--- config.mk ---
export PLATFORM = sky130hd
export DESIGN_NAME = pc_fetch_unit
export DESIGN_NICKNAME = d
export VERILOG_FILES = /design/src/rtl/pc_fetch_pkg.sv /design/src/rtl/fetch_skid_buf.sv /design/src/rtl/pc_fetch_unit.sv
export SDC_FILE = /design/constraint.sdc
export NUM_CORES = 1
export LEC_CHECK = 0
export ABC_CLOCK_PERIOD_IN_PS = 4620
export BUFFER_PORTS_ARGS = -buffer_cell sky130_fd_sc_hd__buf_4
export CELL_PAD_IN_SITES_DETAIL_PLACEMENT = 2
export CELL_PAD_IN_SITES_GLOBAL_PLACEMENT = 2
export CORE_MARGIN = 2
export CORE_UTILIZATION = 32
export CTS_CLUSTER_DIAMETER = 120
export DETAILED_ROUTE_END_ITERATION = 7
export PLACE_DENSITY = 0.78
export SLEW_MARGIN = 5
export SYNTH_ARGS = -nofsm -noshare
export SYNTH_HDL_FRONTEND = slang
export SYNTH_SLANG_ARGS = --single-unit
--- constraint.sdc ---
create_clock -name clk -period 4.62 [get_ports clk]
set_input_delay 0.231 -clock clk [delete_from_list [all_inputs] [get_ports clk]]
set_output_delay 0.231 -clock clk [all_outputs]
set_load 0.03 [all_outputs]
--- src/rtl/pc_fetch_pkg.sv ---
// Shared definitions for the PC / instruction-fetch sequencer.
// Holds the fetch FSM state encoding, the sequential PC increment and
// the default reset PC.
package pc_fetch_pkg;

  // REQ: drive a request. WAIT: one request outstanding.
  // HOLD: output slot and skid both full, fetch paused.
  typedef enum logic [1:0] {
    REQ  = 2'd0,
    WAIT = 2'd1,
    HOLD = 2'd2
  } fetch_state_e;

  localparam logic [31:0] PC_INC       = 32'd4;
  localparam logic [31:0] RESET_PC_DEF = 32'h0000_0000;

endpackage

--- src/rtl/fetch_skid_buf.sv ---
// One-entry instruction/PC buffer that catches a fetch response arriving
// while the IF/ID output slot is full and stalled.
// Flush and drain both empty the entry; flush wins over load.
module fetch_skid_buf
  import pc_fetch_pkg::*;
#(
  parameter int W = 32
) (
  input  logic         clk,
  input  logic         rst,
  input  logic         load_i,
  input  logic         drain_i,
  input  logic         flush_i,
  input  logic [W-1:0] instr_i,
  input  logic [W-1:0] pc_i,
  output logic         valid_o,
  output logic [W-1:0] instr_o,
  output logic [W-1:0] pc_o
);

  logic         valid_q;
  logic [W-1:0] instr_q;
  logic [W-1:0] pc_q;

  // Single entry: emptied by flush/drain, filled by load.
  always_ff @(posedge clk) begin
    if (rst) begin
      valid_q <= 1'b0;
      instr_q <= '0;
      pc_q    <= '0;
    end else if (flush_i || drain_i) begin
      valid_q <= 1'b0;
    end else if (load_i) begin
      valid_q <= 1'b1;
      instr_q <= instr_i;
      pc_q    <= pc_i;
    end
  end

  assign valid_o = valid_q;
  assign instr_o = instr_q;
  assign pc_o    = pc_q;

endmodule

--- src/rtl/pc_fetch_unit.sv ---
// Program counter and instruction-fetch sequencer.
// Keeps one request outstanding to instruction memory, buffers responses
// into the IF/ID output slot (plus a one-entry skid) and handles redirects
// and decode stalls. Responses belonging to a request issued before a
// redirect are dropped through the kill flag.
// Optional feature macro: PC_MISALIGN_TRAP_EN (misaligned redirect traps
// instead of being aligned down).
//
// Memory handshake: a request transfers in a cycle where imem_req and
// imem_ready are both high; imem_addr is stable while imem_req is held.
// Each accepted request returns exactly one imem_rvalid pulse later.
// Decode consumes the slot in any cycle where if_valid=1 and stall=0.
module pc_fetch_unit
  import pc_fetch_pkg::*;
#(
  parameter int                PC_W     = 32,
  parameter logic [PC_W-1:0]   RESET_PC = PC_W'(RESET_PC_DEF)
) (
  input  logic            clk,
  input  logic            rst,
  input  logic            redirect,
  input  logic [PC_W-1:0] next_pc_in,
  input  logic            stall,
  output logic            imem_req,
  output logic [PC_W-1:0] imem_addr,
  input  logic            imem_ready,
  input  logic            imem_rvalid,
  input  logic [PC_W-1:0] imem_rdata,
  output logic            if_valid,
  output logic [PC_W-1:0] if_instr,
  output logic [PC_W-1:0] if_pc,
  output logic [PC_W-1:0] if_pc_plus4,
  output logic            misalign_trap,
  output logic [1:0]      dbg_state
);

  localparam logic [PC_W-1:0] INC = PC_W'(PC_INC);

  fetch_state_e    state_q, state_d;
  logic [PC_W-1:0] pc_q, pc_d;
  logic [PC_W-1:0] fetch_pc_q, fetch_pc_d;
  logic            kill_q, kill_d;

  logic            if_valid_q;
  logic [PC_W-1:0] if_instr_q, if_pc_q, if_pc_plus4_q;

  logic            skid_valid;
  logic [PC_W-1:0] skid_instr, skid_pc;

  logic            req, accept, outstanding, issue_ok;
  logic            slot_load, skid_load, skid_drain, flush;
  logic            redirect_eff;
  logic [PC_W-1:0] target;

`ifdef PC_MISALIGN_TRAP_EN
  logic misalign;
  logic trap_q;

  // A misaligned target is not taken: no PC change, no flush, just a trap pulse.
  assign misalign     = |next_pc_in[1:0];
  assign redirect_eff = redirect && !misalign;
  assign target       = next_pc_in;

  // One-cycle trap pulse following the offending redirect.
  always_ff @(posedge clk) begin
    if (rst) trap_q <= 1'b0;
    else     trap_q <= redirect && misalign;
  end

  assign misalign_trap = trap_q;
`else
  assign redirect_eff  = redirect;
  assign target        = next_pc_in & ~PC_W'(3);
  assign misalign_trap = 1'b0;
`endif

  // A new request may go out only if its response has somewhere to land.
  assign issue_ok = !skid_valid && (!if_valid_q || !stall);

  // Fetch FSM next-state, request generation and datapath controls.
  always_comb begin
    state_d    = state_q;
    pc_d       = pc_q;
    fetch_pc_d = fetch_pc_q;
    kill_d     = kill_q;
    req        = 1'b0;
    slot_load  = 1'b0;
    skid_load  = 1'b0;
    skid_drain = 1'b0;
    flush      = 1'b0;
    case (state_q)
      REQ: req = 1'b1;
      WAIT: begin
        if (imem_rvalid) begin
          // Back-to-back issue when the response is usable or was killed.
          req     = issue_ok;
          state_d = REQ;
          if (kill_q) begin
            kill_d = 1'b0;
          end else if (issue_ok) begin
            slot_load = 1'b1;
          end else begin
            skid_load = 1'b1;
            state_d   = HOLD;
          end
        end
      end
      HOLD: begin
        if (!stall) begin
          skid_drain = 1'b1;
          state_d    = REQ;
        end
      end
      default: state_d = REQ;
    endcase

    accept = req && imem_ready;
    if (accept) begin
      fetch_pc_d = pc_q;
      pc_d       = pc_q + INC;
      state_d    = WAIT;
    end

    // Anything still in flight after this edge must be dropped on redirect.
    outstanding = accept || (state_q == WAIT && !imem_rvalid);
    if (redirect_eff) begin
      pc_d       = target;
      kill_d     = outstanding;
      state_d    = outstanding ? WAIT : REQ;
      flush      = 1'b1;
      slot_load  = 1'b0;
      skid_load  = 1'b0;
      skid_drain = 1'b0;
    end
  end

  // FSM state, architectural PC, in-flight fetch address and kill flag.
  always_ff @(posedge clk) begin
    if (rst) begin
      state_q    <= REQ;
      pc_q       <= RESET_PC;
      fetch_pc_q <= '0;
      kill_q     <= 1'b0;
    end else begin
      state_q    <= state_d;
      pc_q       <= pc_d;
      fetch_pc_q <= fetch_pc_d;
      kill_q     <= kill_d;
    end
  end

  // IF/ID output slot: held while stalled, refilled from memory or the skid.
  always_ff @(posedge clk) begin
    if (rst) begin
      if_valid_q    <= 1'b0;
      if_instr_q    <= '0;
      if_pc_q       <= '0;
      if_pc_plus4_q <= '0;
    end else if (flush) begin
      if_valid_q <= 1'b0;
    end else if (slot_load) begin
      if_valid_q    <= 1'b1;
      if_instr_q    <= imem_rdata;
      if_pc_q       <= fetch_pc_q;
      if_pc_plus4_q <= fetch_pc_q + INC;
    end else if (skid_drain) begin
      if_valid_q    <= 1'b1;
      if_instr_q    <= skid_instr;
      if_pc_q       <= skid_pc;
      if_pc_plus4_q <= skid_pc + INC;
    end else if (!stall) begin
      if_valid_q <= 1'b0;
    end
  end

  fetch_skid_buf #(.W(PC_W)) u_skid (
    .clk     (clk),
    .rst     (rst),
    .load_i  (skid_load),
    .drain_i (skid_drain),
    .flush_i (flush),
    .instr_i (imem_rdata),
    .pc_i    (fetch_pc_q),
    .valid_o (skid_valid),
    .instr_o (skid_instr),
    .pc_o    (skid_pc)
  );

  assign imem_req    = req && !rst;
  assign imem_addr   = pc_q;
  assign if_valid    = if_valid_q;
  assign if_instr    = if_instr_q;
  assign if_pc       = if_pc_q;
  assign if_pc_plus4 = if_pc_plus4_q;
  assign dbg_state   = state_q;

endmodule
==> key figures <==
Status
  • Status: completed

Finish
  • Inserted Diodes: 0
  • Share of cells above drive strength 1: 18.12%
  • Layout Nets: 1556
  • Commonest non-fill, non-tap cells in the layout: 333 x nand2_1, 219 x dfxtp_1, 208 x buf_4
  • Layout area overhead: 30.29%
  • FILL cells: 3528
  • Most common cell after layout, fill and taps aside: nand2_1

Pwr
  • Switching share of power: 25.68%
  • Max VDD drop: 0.2487 mV
  • Flop pwr share: 44.0%
  • Total chip power: 4.591 mW
  • Clock share of power: 46.1%
  • Logic pwr share: 9.9%
  • Internal power: 3.412 mW
  • Net switching power: 1.179 mW
  • Pwr Density: 345.1 mW/mm^2
  • Leak: 4.762 nW

Timing
  • Post-route setup slack: 976.1 ps
  • Fmax: 274.4 MHz
  • Total negative setup slack: 0 ps
  • Setup violations, final: 0
  • Final hold slack: 18.89 ps
  • Final Cycle Share: 78.87%
  • RSZ-0062 raised after global routing: no
  • Min Tclk post-route: 3644 ps
  • Fin. max-slew vios: 0
  • Max_slew headroom: 30.68%
  • Clk_skew: 7.293 ps
  • Final hold vios: 0
  • Worst-Margin Slew: 1040 ps

Synth
  • Synth area leaders: dfxtp_1 43%, nand2_1 12%, a311oi_1 5.3%
  • Cell taking the most area after synthesis: dfxtp_1
  • Seq cells post-synth: 219
  • Netlist cell types: 67
  • Post-synth ARST share: 0%
  • Number of synthesized flops with an enable pin: 0
  • Top-area cell type share of the netlist area: 42.94%
  • Synthesized area: 0.01021 sq mm
  • Warnings, synthesis: 0
  • Ys flop type: dfxtp_1
  • Register area share after synthesis: 42.94%
  • Post-Synthesis Cells: 1295
  • Synth Area per Inst: 7.884 sq um

Routing
  • Via density: 5.475
  • Drt wl/cell: 20.96 um
  • Routed vias: 10420
  • DRC viols: 0
  • DR iter-0 viols: 513
  • Drt pass-1 iters: 5
  • Final ANT Viol Nets: 0
  • Final wirelength: 39890 um

Global routing
  • Vias in the first global route: 11350
  • First-pass GRT wire length: 63350 um
  • Initial antenna violation count: 0
  • Gr usage total: 23.48%
  • Overflow after GRT: 0
  • Pin count of the biggest net entering global routing: 118

Floorplan
  • Die area: 0.03335 sq mm
  • # IOs: 203
  • Initial Util: 32.44%
  • FP Rows: 65
  • Die width: 182.6 um
  • Core area: 0.03147 sq mm
  • Die H: 182.6 um

Clocking
  • Clock Sinks: 219
  • Clk buf depth: 3
  • Clock-pin slew of the registers on the worst-case setup and hold paths: 60 ps
  • Worst-Skew Late Latency: 540 ps
  • Clk root buf: clkbuf_16
  • Num CTS Buffers: 28
  • Cts repair resizes: 0
  • CTS tree: yes
  • CTS H-tree depth: 1

Hold path
  • Hold WC Path Type: input pin to register

Critical path
  • Worst path max stage delay: 570 ps
  • Setup Crit Path Kind: register to register
  • Critical Path AT: 4120 ps
  • CP Launch Type: register
  • Cells along the critical path: or4b_4, nor3_4, nand2_1, nand2_1, ha_1, nand4_1, nor2_1, a32oi_1, buf_4, or4_1, nand3_1
  • CP dominant cell by count: nand2_1
  • Critical Path End Type: register
  • Worst-path fanout max: 11
  • CP max-delay cell: or4b_4
  • Critical Path RT: 5100 ps

Flow run
  • Maxcap violations: 0

Placed design
  • IO buf count: 193
  • HPWL after detailed placement: 25300 um
  • Gpl congestion: 0.7834
  • Worst slack, placed: 1078 ps
layer usage:
| layer | GRT usage, % | vias up | wire length (um) |
|---|---|---|---|
| met1 | 29.13 | 5238 | 17600 |
| met4 | 5.290 | 0 | 724 |
| li1 | - | 4939 | - |
| met2 | 42.68 | 192 | 20010 |
| met3 | 3.612 | 49 | 1556 |
| met5 | 0 | - | 0 |
cell type report:
type                       instances  area [sq um]  share of cell area (%)
clock buffer                      44         842.1                   6.330
clock inverter                     3         40.04                  0.3010
inverter                          15         56.30                  0.4232
multi-input combinational        958          5364                   40.32
sequential                       219          4384                   32.96
tap                              402         503.0                   3.781
timing repair buffer             262          2113                   15.89
what timing repair did:
action / in CTS / in global routing
buffers inserted: 0 / 0
endpoints found under the hold margin: 65 / 0
hold buffers: 52 / 0
flip-flops by register name, indices dropped and copies added, names as in the netlist:
signal          cells
if_instr           32
if_pc              30
fetch_pc_q         30
u_skid.instr_o     32
u_skid.valid_o      1
u_skid.pc_o        30
imem_addr          30
dbg_state           2
kill_q              1
if_pc_plus4        30
if_valid            1
through the flow:
step | instances | instance area [sq um] | util [%]
finish | 1903 | 13300 | 42.27
global route | 1903 | 13300 | 42.27
CTS | 1903 | 13300 | 42.27
detailed placement | 1804 | 11900 | 37.81
global placement | 1804 | 11900 | 37.81
floorplan | 1301 | 10230 | -
power by group through the flow:
stage / registers (mW) / clock network, mW / logic, mW
4_1_cts: 2.02 / 2.16 / 0.453
6_report: 2.02 / 2.12 / 0.454
3_5_place_dp: 2.06 / 0 / 0.415
5_1_grt: 2.03 / 2.25 / 0.487
3_3_place_gp: 2.06 / 0 / 0.406
2_1_floorplan: 2.11 / 0 / 0.174
kinds of logic after synthesis:
logic type	share of synthesized area (%)
adder cells (fa/ha/maj)	0.2451
buffers and inverters	5.159
other	0.03673
AO/OA/AOI/OAI	18.00
AND/OR/NAND/NOR	27.68
multiplexers	2.929
XOR/XNOR	3.003
flip-flops	42.94
synth_stat cells (all sizes together) (4+ instances only):
library cell	count
mux2	7
a2111oi	4
mux2i	22
nand3b	15
a21oi	108
nor4	18
nor3	14
dfxtp	219
a31oi	5
clkbuf	86
a21boi	4
o21ai	6
nand2	333
or3	6
a211o	7
xnor2	21
o31ai	8
nor2	112
a211oi	30
o211ai	10
nand3	41
nand2b	6
inv	15
buf	23
and3	7
or4b	4
a311oi	62
nor4b	4
or4	12
xor2	14
nand4	22
and4	11
final timing paths:
check                                         from                 end  slack [ps]  cells after the start
worst max-delay path                  dbg_state[0]     if_pc_plus4[28]         980                     11
worst max register to register        dbg_state[0]     if_pc_plus4[28]         980                     11
worst min-delay path                next_pc_in[10]       imem_addr[10]          20                      3
worst min register to register  u_skid.instr_o[28]  u_skid.instr_o[28]         460                      2
critical path, delay by kind of cell (launching register included):
family | cells | cell delay [ps]
and+or+nand+nor | 8 | 2250
DFF | 1 | 560
adders and majority gates | 1 | 390
buffers and inverters | 1 | 210
AOI/OAI and AO/OA | 1 | 170
Note: power is estimated with default switching activity, not from simulation.
